### src/rtl/debounce_pkg.sv
// debounce_pkg: state encoding and default parameters shared by debounce_pulse and its users
package debounce_pkg;
  typedef enum logic [1:0] {
    STABLE_LO = 2'b00,
    CHK_HI    = 2'b01,
    STABLE_HI = 2'b11,
    CHK_LO    = 2'b10
  } state_t;
  localparam int DEF_STABLE_CYCLES = 4;
  localparam int DEF_CNT_W = 4;
endpackage

### src/rtl/sync2.sv
// sync2: two-flop synchroniser (clk, reset -> 0) carrying async d into the clk domain as q
module sync2 (
  input  logic clk,
  input  logic reset,
  input  logic d,
  output logic q
);
  logic sync1;
  always_ff @(posedge clk)
    if (reset) {q, sync1} <= '0;
    else {q, sync1} <= {sync1, d};
endmodule

### src/rtl/debounce_pulse.sv
// debounce_pulse: sync + debounce btn_in (clk, reset) into level with one-cycle rise/fall pulses
module debounce_pulse
  import debounce_pkg::*;
#(
  parameter int STABLE_CYCLES = DEF_STABLE_CYCLES,
  parameter int CNT_W = DEF_CNT_W
) (
  input  logic clk,
  input  logic reset,
  input  logic btn_in,
  output logic level,
  output logic rise,
  output logic fall
);
  localparam logic [CNT_W-1:0] LAST = CNT_W'(STABLE_CYCLES - 1);
  if (STABLE_CYCLES < 1 || STABLE_CYCLES >= 2 ** CNT_W) begin : g_bad_params
    $fatal(1, "debounce_pulse: STABLE_CYCLES out of range for CNT_W");
  end
  logic btn_s;
  state_t state, state_nxt;
  logic [CNT_W-1:0] cnt, cnt_nxt;
  logic level_nxt, rise_nxt, fall_nxt, hit;
  sync2 u_sync (
    .clk(clk),
    .reset(reset),
    .d(btn_in),
    .q(btn_s)
  );
  // cnt is 0 in the stable states, so a single compare covers STABLE_CYCLES=1 as well
  assign hit = cnt == LAST;
  always_comb begin
    state_nxt = state;
    cnt_nxt = cnt;
    level_nxt = level;
    rise_nxt = 1'b0;
    fall_nxt = 1'b0;
    case (state)
      STABLE_LO, CHK_HI: begin
        state_nxt = !btn_s ? STABLE_LO : hit ? STABLE_HI : CHK_HI;
        cnt_nxt = (!btn_s || hit) ? '0 : cnt + CNT_W'(1);
        level_nxt = btn_s && hit;
        rise_nxt = btn_s && hit;
      end
      STABLE_HI, CHK_LO: begin
        state_nxt = btn_s ? STABLE_HI : hit ? STABLE_LO : CHK_LO;
        cnt_nxt = (btn_s || hit) ? '0 : cnt + CNT_W'(1);
        level_nxt = btn_s || !hit;
        fall_nxt = !btn_s && hit;
      end
    endcase
  end
  always_ff @(posedge clk)
    if (reset) begin
      state <= STABLE_LO;
      cnt <= '0;
      level <= 1'b0;
      rise <= 1'b0;
      fall <= 1'b0;
    end else begin
      state <= state_nxt;
      cnt <= cnt_nxt;
      level <= level_nxt;
      rise <= rise_nxt;
      fall <= fall_nxt;
    end
endmodule
### config.mk
export PLATFORM = sky130hd
export DESIGN_NAME = debounce_pulse
export DESIGN_NICKNAME = d
export VERILOG_FILES = /design/src/rtl/debounce_pkg.sv /design/src/rtl/sync2.sv /design/src/rtl/debounce_pulse.sv
export SDC_FILE = /design/constraint.sdc
export NUM_CORES = 1
export LEC_CHECK = 0
export ABC_CLOCK_PERIOD_IN_PS = 1100
export BUFFER_PORTS_ARGS = -buffer_cell sky130_fd_sc_hd__buf_2
export CAP_MARGIN = 15
export CORE_AREA = 2 2 39 41
export DETAILED_ROUTE_END_ITERATION = 8
export DIE_AREA = 0 0 41 43
export SLEW_MARGIN = 20
export SYNTH_ARGS = -nofsm -noshare
export SYNTH_HDL_FRONTEND = slang
export SYNTH_SLANG_ARGS = --single-unit
### constraint.sdc
create_clock -name clk -period 1.1 [get_ports clk]
set_input_delay 0.165 -clock clk [delete_from_list [all_inputs] [get_ports clk]]
set_output_delay 0.165 -clock clk [all_outputs]
set_load 0.02 [all_outputs]
Yosys cells after proc, flatten, opt, wreduce, memory -nomap -nowiden
Cells that the tools add are included.
{ "op_classes": {"addsub": 1, "eq_ne": 4, "mux": 9, "bitwise_logic": 2, "n_reduce_logical": 12} }
{ "op_table": {"columns": ["op", "count"], "rows": [
  ["2-bit two-way mux", 4],
  ["4-bit two-way mux", 2],
  ["4-bit one-hot mux with 2 select lines", 1],
  ["2-bit OR reduction", 4],
  ["4-bit by 1-bit adder with 4-bit output (second input constant)", 1],
  ["2-bit == test (second input constant)", 2],
  ["4-bit by 2-bit == test with 1-bit output (second input constant)", 1],
  ["2-bit one-hot mux with 2 select lines", 1],
  ["1-bit logical OR", 3],
  ["2-bit by 1-bit == test with 1-bit output (second input constant)", 1],
  ["1-bit logical AND", 2],
  ["1-bit zero test", 2],
  ["2-bit zero test", 1],
  ["1-bit NOT", 2],
  ["1-bit one-hot mux with 2 select lines", 1]
]} }
{ "word_totals": {"regBits": 11, "in_bits": 3, "output_inout_bits": 3, "wordCells": 35} }

Depth between registers and ports, before layout
Gate-level depths: netlist of run 1.
{ "logic_depth": {"ltp_word": 4, "mapped_depth": 4, "depth_no_buf": 4} }

Hierarchy
From an unflattened synthesis of run 1, not the netlist that was laid out.
{ "hier_totals": {"cells_unflattened": 30, "area_unflattened_um2": 317.8} }
{ "modules_own_cells": {"columns": ["module", "n_inst", "cells_each", "area_each_um2", "seq_area_each_um2"], "rows": [
  ["debounce_pulse", 1, 26, 265.3, 140.1],
  ["sync2", 1, 4, 52.6, 40.0]
]} }

Worst setup path before layout of run 1
No wires, ideal clock.
{ "synth_path": {"path_kind": "register to register", "start": "reg cnt[0]", "end": "reg cnt[2]", "setup_time_ns": 0.064, "arrival_time_ns": 1.144, "t_required_ns": 1.036, "slack_ns": -0.108, "path_stages_with_launch": 5, "path_buffers": 0, "synth_period_minus_slack_ns": 1.208, "path_cell_list": "dfxtp_1 ha_1 nor3b_1 or3_4 nor2_1"} }
{ "synth_between": {"elab_chain_len": 4, "elab_cells_between_ends": 7, "cone_classes": "add/sub: 1; eq/ne: 1; mux: 3; reduce/logical: 2"} }
{ "synth_lines": {"columns": ["element", "line", "source"], "rows": [
  ["start, declared", "debounce_pulse.sv:21", "logic [CNT_W-1:0] cnt, cnt_nxt;"],
  ["start signal, assigned", "debounce_pulse.sv:61", "cnt <= cnt_nxt;"],
  ["branches (longest 3 deep; another with 4-bit by 1-bit adder with 4-bit output)", null, null],
  ["4-bit one-hot mux with 2 select lines *", "debounce_pulse.sv:37", "case (state)"]
]} }
Mark *: on every way between the ends.
A chain may end at the register's enable or synchronous reset.

Worst setup path after layout of run 1
{ "layout_path": {"start": "reg cnt[0]", "end": "reg cnt[0]"} }
The elaborated chain is that of the path after synthesis.

==> impl_metrics.prom, run 1 <==
# TYPE chip_impl_metric gauge
chip_impl_info{name="run_status",value="complete, but fails checks"} 1
chip_impl_info{name="failing_checks",value="negative setup slack"} 1
chip_impl_info{name="critical_path.startpoint",value="cnt[0]"} 1
chip_impl_metric{name="insertion_delay",unit="ps"} 270
chip_impl_info{name="cell_with_the_biggest_individual_delay_on_the_critical_path",value="or3_4"} 1
chip_impl_metric{name="tritoncts.num_buffers",unit=""} 3
chip_impl_metric{name="dp.final_hpwl",unit="um"} 358
chip_impl_metric{name="via_count",unit=""} 233
chip_impl_metric{name="design.portCount",unit=""} 6
chip_impl_metric{name="worst-slew-pin-transition",unit="ps"} 217
chip_impl_metric{name="timing.final.hold_violations",unit=""} 0
chip_impl_metric{name="multiInputGateArea",unit="um2"} 166
chip_impl_metric{name="synth.distinct_cells",unit=""} 13
chip_impl_metric{name="syn_inst",unit=""} 30
chip_impl_metric{name="initialDrtViolationCount",unit=""} 1
chip_impl_metric{name="worst_ir_drop_vdd",unit="uV"} 449
chip_impl_info{name="grt_setup_unrepaired",value="true"} 1
chip_impl_metric{name="floorplan.initialDensity",unit="%"} 23.0
chip_impl_info{name="clock-root-buffer",value="clkbuf_4"} 1
chip_impl_metric{name="fillers",unit=""} 151
chip_impl_metric{name="min_period",unit="ps"} 1150
chip_impl_metric{name="p_leak",unit="uW"} 0.000172
chip_impl_metric{name="dp_slack",unit="ps"} -72.4
chip_impl_metric{name="drive_gt1_share",unit="%"} 44.2
chip_impl_metric{name="syn_nets",unit=""} 34
chip_impl_metric{name="final-seq-area",unit="um2"} 183
chip_impl_info{name="critical_path_class",value="reg2reg"} 1
chip_impl_metric{name="drtPass1Iterations",unit=""} 2
chip_impl_metric{name="finish.cell_count_without_fillers",unit=""} 59
chip_impl_metric{name="ys_seq_elements",unit=""} 9
chip_impl_metric{name="number_of_routed_nets_with_antenna_violations",unit=""} 0
chip_impl_metric{name="syn-mean-instance-area",unit="um2"} 10.6
chip_impl_metric{name="clockBufferDepth",unit=""} 2
chip_impl_metric{name="power_density",unit="mW/mm2"} 1350
chip_impl_metric{name="placement_rows",unit=""} 14
chip_impl_metric{name="antenna_found_initial",unit=""} 0
chip_impl_metric{name="critical_path_buf_inv_count",unit=""} 0
chip_impl_metric{name="rrSetupSlack",unit="ps"} -50
chip_impl_metric{name="synthesis.area",unit="um2"} 318
chip_impl_info{name="timing.rr.end",value="cnt[0]"} 1
chip_impl_metric{name="cp.required",unit="ps"} 1300
chip_impl_metric{name="timing.final.max_slew_violations",unit=""} 0
chip_impl_metric{name="setup_viol_count_final",unit=""} 5
chip_impl_metric{name="buffer_ports.inserted",unit=""} 5
chip_impl_metric{name="dp_cells",unit=""} 55
chip_impl_metric{name="worst_ep_arrival_time",unit="ps"} 1350
chip_impl_info{name="timing.critical_path.cells",value="ha_4 > nor3b_4 > or3_4 > nor2_2"} 1
chip_impl_info{name="critPathCapture",value="cnt[0]"} 1
chip_impl_info{name="worst_r2r_startpoint",value="cnt[0]"} 1
chip_impl_metric{name="clock_tree.htree_level_count",unit=""} 1
chip_impl_info{name="worst_setup_path_start_kind",value="flip-flop"} 1
chip_impl_metric{name="ys_seq_area_share",unit="%"} 56.7
chip_impl_metric{name="area_growth",unit="%"} 42.9
chip_impl_info{name="cp-end-kind",value="flip-flop"} 1
chip_impl_metric{name="ctsHoldBuffers",unit=""} 0
chip_impl_metric{name="post-route-worst-setup-slack",unit="ps"} -50.4
chip_impl_metric{name="crit_path_max_fanout",unit=""} 4
chip_impl_metric{name="first_global_vias",unit=""} 215
chip_impl_metric{name="r2r_cells",unit=""} 4
chip_impl_metric{name="routed_wire_length_per_instance",unit="um"} 10.4
chip_impl_metric{name="num-nets-final",unit=""} 48
chip_impl_metric{name="die_height",unit="um"} 43
chip_impl_metric{name="drt-vias-per-instance",unit=""} 3.95
chip_impl_info{name="crit_family",value="simple AND/OR/NAND/NOR gates"} 1
chip_impl_metric{name="post-route-period-util",unit="%"} 105
chip_impl_metric{name="core_region_area",unit="mm2"} 0.00138
chip_impl_metric{name="max_cap_violations",unit=""} 0
chip_impl_metric{name="worst-path-stages",unit=""} 4
chip_impl_metric{name="clkTransAtPathRegs",unit="ps"} 60
chip_impl_metric{name="grt_use_total",unit="%"} 8.66
chip_impl_metric{name="globalRoute.totalOverflow",unit=""} 0
chip_impl_metric{name="design.die.area",unit="mm2"} 0.00176
chip_impl_metric{name="wirelength",unit="um"} 613
chip_impl_metric{name="num_antenna_cells",unit=""} 0
chip_impl_metric{name="fmax",unit="GHz"} 0.869
chip_impl_metric{name="relSlewSlack",unit="%"} 85.5
chip_impl_metric{name="fin_worst_skew",unit="ps"} 0.817
chip_impl_metric{name="yosysWarnings",unit=""} 0
chip_impl_metric{name="die-width",unit="um"} 41
chip_impl_metric{name="place.gp.congestion",unit=""} 0.538
chip_impl_metric{name="pin_count_of_the_biggest_net_entering_global_routing",unit=""} 7
chip_impl_metric{name="grt_first_pass_wirelength",unit="um"} 917
chip_impl_metric{name="critPathMaxStageDelay",unit="ps"} 360
chip_impl_metric{name="clock_sinks",unit=""} 9
chip_impl_metric{name="drc",unit=""} 0
chip_impl_info{name="hold_class",value="in2reg"} 1
chip_impl_info{name="cts_tree",value="yes"} 1
## through the flow
step | hold WS, ps | total power [uW] | setup TNS (ps) | area [um2] | util [%]
floorplan | 237 | 348 | -173 | 344 | -
global placement | 373 | 357 | -261 | 419 | 30.3
detailed placement | 384 | 357 | -302 | 419 | 30.3
CTS | 105 | 620 | -189 | 452 | 32.6
global route | 158 | 638 | -356 | 454 | 32.8
finish | 106 | 615 | -190 | 454 | 32.8
## synthesized netlist by cell type
library cell | count | area (um2)
nand3_1 | 1 | 5.00
nor2b_1 | 3 | 18.8
dfxtp_1 | 9 | 180
inv_1 | 1 | 3.75
nor4b_1 | 1 | 8.76
nor3b_1 | 2 | 15.0
nand2_1 | 1 | 3.75
or3_4 | 1 | 11.3
xor2_1 | 1 | 8.76
nor2_1 | 6 | 22.5
xnor2_1 | 2 | 17.5
mux2i_1 | 1 | 10.0
ha_1 | 1 | 12.5
## placed cells by master (no fill, tap or decap)
cell type | netlist | routed
nor2_1 | 6 | 5
nand3_1 | 1 | 1
ha_4 | 0 | 1
inv_1 | 1 | 1
xor2_1 | 1 | 1
buf_2 | 0 | 5
buf_4 | 0 | 4
dfxtp_2 | 0 | 2
xnor2_1 | 2 | 2
nand2_1 | 1 | 1
nor4b_2 | 0 | 1
nor2_2 | 0 | 1
clkbuf_4 | 0 | 3
nor3b_1 | 2 | 1
nor2b_1 | 3 | 3
clkbuf_1 | 0 | 1
nor3b_4 | 0 | 1
mux2i_1 | 1 | 1
or3_4 | 1 | 1
dfxtp_1 | 9 | 7
## power breakdown
part           leakage [uW]  switching (uW)  total (uW)  internal (uW)
logic             0.0000835            7.81        17.4           9.62
clock network     0.0000150             123         264            140
registers         0.0000740            3.40         334            331
total              0.000172             135         615            481
## timing repair
action	4_1_cts	5_1_grt
gates resized for setup	1	1
cloned	0	0
pin swaps	3	1
setup buffers	0	0
setup endpoints to repair	6	6
## layout make-up
| type | instances | area share [%] |
|---|---|---|
| sequential | 9 | 40.2 |
| multi-input combinational | 20 | 36.6 |
| timing repair buffer | 9 | 12.1 |
| clock buffer | 4 | 5.79 |
| tap | 16 | 4.41 |
| inverter | 1 | 0.826 |
## how the worst min path moves through the flow
stage	start	endpoint	slack (ps)	cells after the start
final	btn_in	u_sync.sync1	110	2
after global routing	btn_in	u_sync.sync1	160	2
after CTS	btn_in	u_sync.sync1	110	2
after detailed placement	btn_in	u_sync.sync1	380	2
after global placement	btn_in	u_sync.sync1	370	2
after floorplan	reset	u_sync.q	240	1
## state kept, by name, summed over array words and instances (netlist names)
register	count
cnt	4
u_sync.q	1
rise	1
level	1
fall	1
u_sync.sync1	1
## routing by layer
metal  global-route usage, %  share of wire [%]
met3                    1.57                2.0
met5                       0                  0
met1                    7.79                 37
met4                    10.0                4.1
met2                    13.8                 57
## cell families (layout without fill, tap and decap cells)
family | Yosys count | count (layout) | synth area share (%)
adder cells (fa/ha/maj) | 1 | 1 | 3.94
flip-flops | 9 | 9 | 56.7
buffers and inverters | 1 | 14 | 1.18
multiplexers | 1 | 1 | 3.15
XOR/XNOR | 3 | 3 | 8.27
AND/OR/NAND/NOR | 15 | 15 | 26.8
No activity file was read; power rests on OpenSTA's default activity.
==> run 2: changes to the inputs <==
PLACE_DENSITY = 0.47   (was default)
SYNTH_HIERARCHICAL = 1   (was default)
==> run 2 against run 1 <==
Against the previous run:
- the run still ends with negative setup slack left
- count of clock-buffer cells in the layout unchanged
- utilization down 0.81 points
- sequential cell count stayed put
- clock power is 6% lower
- combinational power decreased by 3%
- setup slack worse by 63 ps
- via count is 3.0% higher
- fmax shrank 5.2%
- non-clock buffer count fell by 1
- sequential share of layout area grew 1.0 points
- register-to-register slack got worse by 60 ps
==> impl_metrics.prom, run 2 <==
# TYPE chip_impl_metric gauge
chip_impl_metric{name="dp_cells",unit=""} 54
chip_impl_info{name="hold_class",value="in2reg"} 1
chip_impl_metric{name="gr-usage-met3",unit="%"} 6.28
chip_impl_metric{name="drt-vias-per-instance",unit=""} 4.14
chip_impl_info{name="synth.top_cells.by_area",value="dfxtp_1 57%, nor2_1 7.1%, nor2b_1 5.9%"} 1
chip_impl_metric{name="post-route-period-util",unit="%"} 110
chip_impl_metric{name="timing.final.hold_violations",unit=""} 0
chip_impl_info{name="run_status",value="complete, but fails checks"} 1
chip_impl_metric{name="design.portCount",unit=""} 6
chip_impl_metric{name="insertion_delay",unit="ps"} 260
chip_impl_metric{name="grt_first_pass_wirelength",unit="um"} 938
chip_impl_metric{name="max_cap_violations",unit=""} 0
chip_impl_info{name="mostFrequentLayoutCell",value="dfxtp_1"} 1
chip_impl_metric{name="die-width",unit="um"} 41
chip_impl_metric{name="num_antenna_cells",unit=""} 0
chip_impl_metric{name="clock_tree.htree_level_count",unit=""} 1
chip_impl_metric{name="tritoncts.num_buffers",unit=""} 3
chip_impl_info{name="most-common-layout-cells",value="7 x dfxtp_1, 5 x buf_2, 4 x nor2_1"} 1
chip_impl_metric{name="antenna_found_initial",unit=""} 0
chip_impl_info{name="post-synth-top-area-cell",value="dfxtp_1"} 1
chip_impl_info{name="worst_setup_path_start_kind",value="flip-flop"} 1
chip_impl_metric{name="setup_viol_count_final",unit=""} 5
chip_impl_metric{name="first_global_vias",unit=""} 232
chip_impl_metric{name="ctsHoldBuffers",unit=""} 0
chip_impl_info{name="clock-root-buffer",value="clkbuf_4"} 1
chip_impl_metric{name="share_of_yosys_cell_area_claimed_by_the_top_area_cell_type",unit="%"} 56.7
chip_impl_info{name="failing_checks",value="negative setup slack"} 1
chip_impl_metric{name="grt_use_met2",unit="%"} 12.8
chip_impl_info{name="grt-busiest-layer",value="met2"} 1
chip_impl_metric{name="synth-edff-count",unit=""} 0
chip_impl_metric{name="design_power_total",unit="uW"} 599
chip_impl_metric{name="fin_worst_skew",unit="ps"} 2.67
chip_impl_metric{name="fmax",unit="GHz"} 0.824
chip_impl_metric{name="relSlewSlack",unit="%"} 81.6
chip_impl_metric{name="min_period",unit="ps"} 1210
chip_impl_metric{name="finish.cell_count_without_fillers",unit=""} 58
chip_impl_metric{name="worst-slew-pin-transition",unit="ps"} 272
chip_impl_metric{name="placed_instance_area",unit="um2"} 412
chip_impl_metric{name="place.gp.congestion",unit=""} 0.637
chip_impl_metric{name="drtPass1Iterations",unit=""} 2
chip_impl_metric{name="post-cts-setup-buffers",unit=""} 0
chip_impl_metric{name="buffer_ports.inserted",unit=""} 5
chip_impl_metric{name="core_region_area",unit="mm2"} 0.00138
chip_impl_metric{name="clockBufferDepth",unit=""} 2
chip_impl_info{name="cp-end-kind",value="flip-flop"} 1
chip_impl_metric{name="share_of_async_settable_or_async_resettable_flops_after_synthesis",unit="%"} 0
chip_impl_metric{name="p_leak",unit="uW"} 0.000167
chip_impl_metric{name="synthXorXnorAreaFrac",unit="%"} 8.27
chip_impl_metric{name="fin_util",unit="%"} 32.0
chip_impl_metric{name="syn_nets",unit=""} 34
chip_impl_metric{name="muxShareOfSynthArea",unit="%"} 3.15
chip_impl_info{name="synth_ff_type",value="dfxtp_1"} 1
chip_impl_info{name="worst_r2r_startpoint",value="cnt[1]"} 1
chip_impl_metric{name="initialDrtViolationCount",unit=""} 2
chip_impl_metric{name="via_count",unit=""} 240
chip_impl_metric{name="post-route-worst-setup-slack",unit="ps"} -113
chip_impl_info{name="max_flop_register",value="cnt"} 1
chip_impl_info{name="timing.rr.end",value="cnt[3]"} 1
chip_impl_metric{name="number_of_routed_nets_with_antenna_violations",unit=""} 0
chip_impl_metric{name="placement_rows",unit=""} 14
chip_impl_metric{name="num-nets-final",unit=""} 47
chip_impl_metric{name="routed_wire_length_per_instance",unit="um"} 9.09
chip_impl_metric{name="pin_count_of_the_biggest_net_entering_global_routing",unit=""} 7
chip_impl_metric{name="syn_inst",unit=""} 30
chip_impl_info{name="critical_path.startpoint",value="cnt[1]"} 1
chip_impl_info{name="critical_path_class",value="reg2reg"} 1
chip_impl_info{name="dominant_combinational_cell_family_by_area_after_synthesis",value="simple AND/OR/NAND/NOR gates"} 1
chip_impl_metric{name="yosys.area_share.simple",unit="%"} 26.8
chip_impl_metric{name="worst_ep_arrival_time",unit="ps"} 1410
chip_impl_metric{name="largest_reg_flops",unit=""} 4
chip_impl_metric{name="synth-compound-area-share",unit="%"} 0
chip_impl_info{name="critPathCapture",value="cnt[3]"} 1
chip_impl_metric{name="globalRoute.totalOverflow",unit=""} 0
chip_impl_metric{name="cp.required",unit="ps"} 1290
chip_impl_metric{name="drc",unit=""} 0
chip_impl_metric{name="grt_use_total",unit="%"} 8.97
chip_impl_metric{name="die_height",unit="um"} 43
chip_impl_metric{name="worst_ir_drop_vdd",unit="uV"} 692
chip_impl_metric{name="ys_seq_elements",unit=""} 9
chip_impl_metric{name="synth_fa_ha_area_share",unit="%"} 3.94
chip_impl_metric{name="synth.distinct_cells",unit=""} 13
chip_impl_metric{name="final.setup.tns",unit="ps"} -423
chip_impl_metric{name="wirelength",unit="um"} 527
chip_impl_metric{name="synthesis.area",unit="um2"} 318
chip_impl_metric{name="ys_seq_area_share",unit="%"} 56.7
chip_impl_metric{name="fin_area",unit="um2"} 443
chip_impl_info{name="grt_setup_unrepaired",value="true"} 1
chip_impl_metric{name="yosysWarnings",unit=""} 6
chip_impl_metric{name="globalRouteMet1Util",unit="%"} 7.82
chip_impl_metric{name="syn-mean-instance-area",unit="um2"} 10.6
chip_impl_metric{name="crit_path_max_fanout",unit=""} 4
chip_impl_metric{name="power_density",unit="mW/mm2"} 1350
chip_impl_metric{name="rrSetupSlack",unit="ps"} -110
chip_impl_metric{name="drive_gt1_share",unit="%"} 42.9
chip_impl_info{name="yosys-top-cells-count",value="9 x dfxtp_1, 6 x nor2_1, 3 x nor2b_1, 2 x nor3b_1, 2 x xnor2_1"} 1
chip_impl_metric{name="r2r_cells",unit=""} 4
chip_impl_metric{name="clock_sinks",unit=""} 9
chip_impl_metric{name="clkTransAtPathRegs",unit="ps"} 60
chip_impl_info{name="cts_tree",value="yes"} 1
chip_impl_info{name="yosysMostFrequentCell",value="dfxtp_1"} 1
chip_impl_metric{name="area_growth",unit="%"} 39.4
chip_impl_metric{name="floorplan.initialDensity",unit="%"} 23.0
chip_impl_metric{name="design.die.area",unit="mm2"} 0.00176
chip_impl_metric{name="timing.final.max_slew_violations",unit=""} 0
-- run 2: cell counts after synthesis --
Identical to the previous run, type by type.
-- run 2: timing repair --
item	4_1_cts	5_1_grt
setup endpoints to repair	5	5
resized for setup	1	1
pin swaps	2	0
-- run 2: per-layer routing --
layer / up-vias / wire [um]
li1: 122 / -
met1: 108 / 210
met2: 6 / 262
met3: 4 / 33
met4: 0 / 20
met5: - / 0
-- run 2: cell families after synthesis --
family	count (synthesis)
buffers and inverters	1
XOR/XNOR	3
adder cells (fa/ha/maj)	1
AND/OR/NAND/NOR	15
multiplexers	1
flip-flops	9
-- run 2: metrics by stage --
step | setup slack, ps | hold WS, ps
finish | -113 | 113
detailed placement | -91.2 | 380
global placement | -57.1 | 381
floorplan | -47.7 | 237
CTS | -109 | 104
global route | -145 | 123
-- run 2: worst min-delay path by stage --
stage | cells after the start | end | startpoint
detailed placement | 2 | u_sync/sync1 | btn_in
global route | 2 | u_sync/sync1 | btn_in
floorplan | 1 | u_sync/q | reset
CTS | 2 | u_sync/sync1 | btn_in
finish | 2 | u_sync/sync1 | btn_in
global placement | 2 | u_sync/sync1 | btn_in
-- run 2: cell type report --
type,instances,area (um2)
inverter,1,3.75
tap,16,20.0
fill,156,941
clock buffer,4,26.3
timing repair buffer,8,47.5
multi-input combinational,20,163
sequential,9,183
-- run 2: worst max-delay path: stages (launching register included) --
cell and delay [ps]:
dfxtp_2 330, ha_4 150, nor3b_4 140, or3_4 400, nor2_1 120
-- run 2: report_power, final --
part,switching (uW),total [uW],internal (uW)
clock network,109,249,139
registers,2.85,334,331
logic,7.29,16.8,9.47
total,119,599,480
==> run 3: changes to the inputs <==
ABC_AREA = 1   (was default)
PLACE_DENSITY = 0.46   (was 0.47)
SETUP_SLACK_MARGIN = 0.02   (was default)
==> run 3 against run 2 <==
Against the previous run:
- the flow now finishes without violations
- global-route usage decreased by 1.6 points
- first-iteration DRC count increased by 100%
- count of clock-buffer cells in the layout unchanged
- highest routed layer is now met3
- clock skew decreased by 1.6 ps
==> impl_metrics.prom, run 3 <==
# TYPE chip_impl_metric gauge
chip_impl_metric{name="ctsHoldBuffers",unit=""} 0
chip_impl_metric{name="buffer_ports.inserted",unit=""} 5
chip_impl_metric{name="num_antenna_cells",unit=""} 0
chip_impl_metric{name="critPathMaxStageDelay",unit="ps"} 370
chip_impl_info{name="most-common-layout-cells",value="9 x dfxtp_1, 8 x nor2_1, 6 x nand2_1, 6 x inv_1, 5 x buf_2"} 1
chip_impl_metric{name="core_region_area",unit="mm2"} 0.00138
chip_impl_metric{name="timing.final.max_slew_violations",unit=""} 0
chip_impl_metric{name="multiInputGateArea",unit="um2"} 124
chip_impl_metric{name="ys_seq_elements",unit=""} 9
chip_impl_info{name="crit_family",value="flip-flops"} 1
chip_impl_metric{name="pin_count_of_the_biggest_net_entering_global_routing",unit=""} 6
chip_impl_metric{name="finalHoldWorstSlack",unit="ps"} 103
chip_impl_info{name="run_status",value="finished clean"} 1
chip_impl_metric{name="clockBufferDepth",unit=""} 2
chip_impl_metric{name="synth-edff-count",unit=""} 0
chip_impl_metric{name="grt_use_total",unit="%"} 7.36
chip_impl_metric{name="yosysWarnings",unit=""} 6
chip_impl_info{name="synth_ff_type",value="dfxtp_1"} 1
chip_impl_metric{name="die-width",unit="um"} 41
chip_impl_metric{name="globalRoute.totalOverflow",unit=""} 0
chip_impl_metric{name="syn_inst",unit=""} 40
chip_impl_metric{name="design.portCount",unit=""} 6
chip_impl_info{name="grt_setup_unrepaired",value="false"} 1
chip_impl_metric{name="final-seq-area",unit="um2"} 180
chip_impl_metric{name="clock_sinks",unit=""} 9
chip_impl_metric{name="clkTransAtPathRegs",unit="ps"} 60
chip_impl_metric{name="synth.distinct_cells",unit=""} 12
chip_impl_metric{name="wirelength",unit="um"} 455
chip_impl_metric{name="crit_path_max_fanout",unit=""} 4
chip_impl_metric{name="area_growth",unit="%"} 21.6
chip_impl_metric{name="cp.required",unit="ps"} 1250
chip_impl_info{name="cell_with_the_biggest_individual_delay_on_the_critical_path",value="dfxtp_1"} 1
chip_impl_metric{name="worst_ir_drop_vdd",unit="uV"} 586
chip_impl_info{name="synth.top_cells.by_area",value="dfxtp_1 55%, nor2_1 9.1%, inv_1 6.8%"} 1
chip_impl_metric{name="fmax",unit="GHz"} 1.02
chip_impl_info{name="yosysMostFrequentCell",value="dfxtp_1"} 1
chip_impl_metric{name="critical_path_buf_inv_count",unit=""} 0
chip_impl_metric{name="syn_nets",unit=""} 44
chip_impl_info{name="cts_tree",value="yes"} 1
chip_impl_metric{name="insertion_delay",unit="ps"} 250
chip_impl_metric{name="power_density",unit="mW/mm2"} 1480
chip_impl_metric{name="initialDrtViolationCount",unit=""} 4
chip_impl_metric{name="dp.final_hpwl",unit="um"} 349
chip_impl_metric{name="grt_first_pass_wirelength",unit="um"} 772
chip_impl_metric{name="die_height",unit="um"} 43
chip_impl_metric{name="fillers",unit=""} 150
chip_impl_metric{name="floorplan.initialDensity",unit="%"} 23.9
chip_impl_metric{name="drtPass1Iterations",unit=""} 3
chip_impl_metric{name="largest_reg_flops",unit=""} 4
chip_impl_info{name="worst_setup_path_start_kind",value="flip-flop"} 1
chip_impl_info{name="post-synth-top-area-cell",value="dfxtp_1"} 1
chip_impl_metric{name="relSlewSlack",unit="%"} 87.9
chip_impl_info{name="timing.critical_path.cells",value="ha_1 > nand2_2 > nand3_2 > nor2_1"} 1
chip_impl_info{name="clock-root-buffer",value="clkbuf_4"} 1
chip_impl_info{name="cp-end-kind",value="flip-flop"} 1
chip_impl_metric{name="share_of_async_settable_or_async_resettable_flops_after_synthesis",unit="%"} 0
chip_impl_metric{name="num-nets-final",unit=""} 54
chip_impl_metric{name="drive_gt1_share",unit="%"} 24.5
chip_impl_metric{name="post-route-period-util",unit="%"} 89.1
chip_impl_metric{name="synthesis.area",unit="um2"} 330
chip_impl_metric{name="worst_ep_arrival_time",unit="ps"} 1130
chip_impl_metric{name="place.gp.congestion",unit=""} 0.634
chip_impl_info{name="hold_class",value="in2reg"} 1
chip_impl_metric{name="max_cap_violations",unit=""} 0
chip_impl_metric{name="worst-slew-pin-transition",unit="ps"} 181
chip_impl_metric{name="share_of_yosys_cell_area_claimed_by_the_top_area_cell_type",unit="%"} 54.5
chip_impl_metric{name="final.setup.tns",unit="ps"} 0
chip_impl_metric{name="design.die.area",unit="mm2"} 0.00176
chip_impl_metric{name="first_global_vias",unit=""} 197
chip_impl_metric{name="placement_rows",unit=""} 14
chip_impl_metric{name="ys_seq_area_share",unit="%"} 54.5
chip_impl_metric{name="routed_wire_length_per_instance",unit="um"} 7.00
chip_impl_metric{name="drt-vias-per-instance",unit=""} 3.83
chip_impl_info{name="critical_path_class",value="reg2reg"} 1
chip_impl_metric{name="syn-mean-instance-area",unit="um2"} 8.26
chip_impl_metric{name="tritoncts.num_buffers",unit=""} 3
chip_impl_metric{name="p_leak",unit="uW"} 0.000178
chip_impl_metric{name="timing.final.hold_violations",unit=""} 0
chip_impl_metric{name="via_count",unit=""} 249
chip_impl_metric{name="antenna_found_initial",unit=""} 0
chip_impl_metric{name="min_period",unit="ps"} 980
chip_impl_info{name="mostFrequentLayoutCell",value="dfxtp_1"} 1
chip_impl_metric{name="drc",unit=""} 0
chip_impl_metric{name="post-cts-setup-buffers",unit=""} 0
chip_impl_metric{name="number_of_routed_nets_with_antenna_violations",unit=""} 0
chip_impl_metric{name="setup_viol_count_final",unit=""} 0
chip_impl_metric{name="post_cts_resize_count",unit=""} 0
chip_impl_info{name="yosys-top-cells-count",value="9 x dfxtp_1, 8 x nor2_1, 6 x inv_1, 6 x nand2_1, 3 x nand3_1"} 1
chip_impl_metric{name="fin_worst_skew",unit="ps"} 1.07
chip_impl_info{name="max_flop_register",value="cnt"} 1
chip_impl_metric{name="clock_tree.htree_level_count",unit=""} 1
## run 3: changes by cell type in the layout (fill, tap and decap cells not counted), moves of 2 or more
cell	before	now
nor2_1	4	8
nand2_1	1	6
nor2b_1	3	0
dfxtp_1	7	9
nand4_1	0	2
inv_1	1	6
nand3_1	1	3
dfxtp_2	2	0
buf_4	3	0
## run 3: per-stage QoR
step / util (%) / area (um2) / worst slack (ps) / std cells / total power (uW)
floorplan: - / 330 / 212 / 40 / 349
global placement: 27.1 / 375 / 121 / 61 / 355
detailed placement: 27.1 / 375 / 124 / 61 / 356
CTS: 29.0 / 402 / 118 / 65 / 610
global route: 29.0 / 402 / 48.8 / 65 / 630
finish: 29.0 / 402 / 120 / 65 / 594
## run 3: kinds of logic after synthesis
kind of cell	synth area share, %
and+or+nand+nor	31.1
DFF	54.5
buffers and inverters	7.95
xor gates and xnor gates	2.65
adders and majority gates	3.79
## run 3: path summary, 6_finish.rpt
| kind | startpoint | end | slack (ps) | depth (start not counted) |
|---|---|---|---|---|
| min reg2reg | u_sync/sync1 | u_sync/q | 400 | 2 |
| max reg2reg | cnt[0] | cnt[0] | 120 | 4 |
| max | cnt[0] | cnt[0] | 120 | 4 |
| min | reset | u_sync/q | 100 | 2 |
## run 3: cell type report
class | count | area share, %
sequential | 9 | 44.9
multi-input combinational | 24 | 30.8
clock buffer | 4 | 6.54
inverter | 7 | 6.54
timing repair buffer | 5 | 6.23
tap | 16 | 4.98
## run 3: where the power goes
part,switching (uW),total (uW),internal [uW]
Clock,107,246,139
Sequential,2.60,333,331
Combinational,8.86,14.9,6.02
Total,118,594,476
## run 3: worst register-to-register path: stages (launching register included)
cell and delay, ps:
dfxtp_1 370, ha_1 260, nand2_2 90, nand3_2 110, nor2_1 50
## run 3: per-layer routing
layer,GRT usage [%],wire [um]
met5,0,0
met4,2.00,0
met3,9.42,53
met2,7.81,186
met1,8.79,215
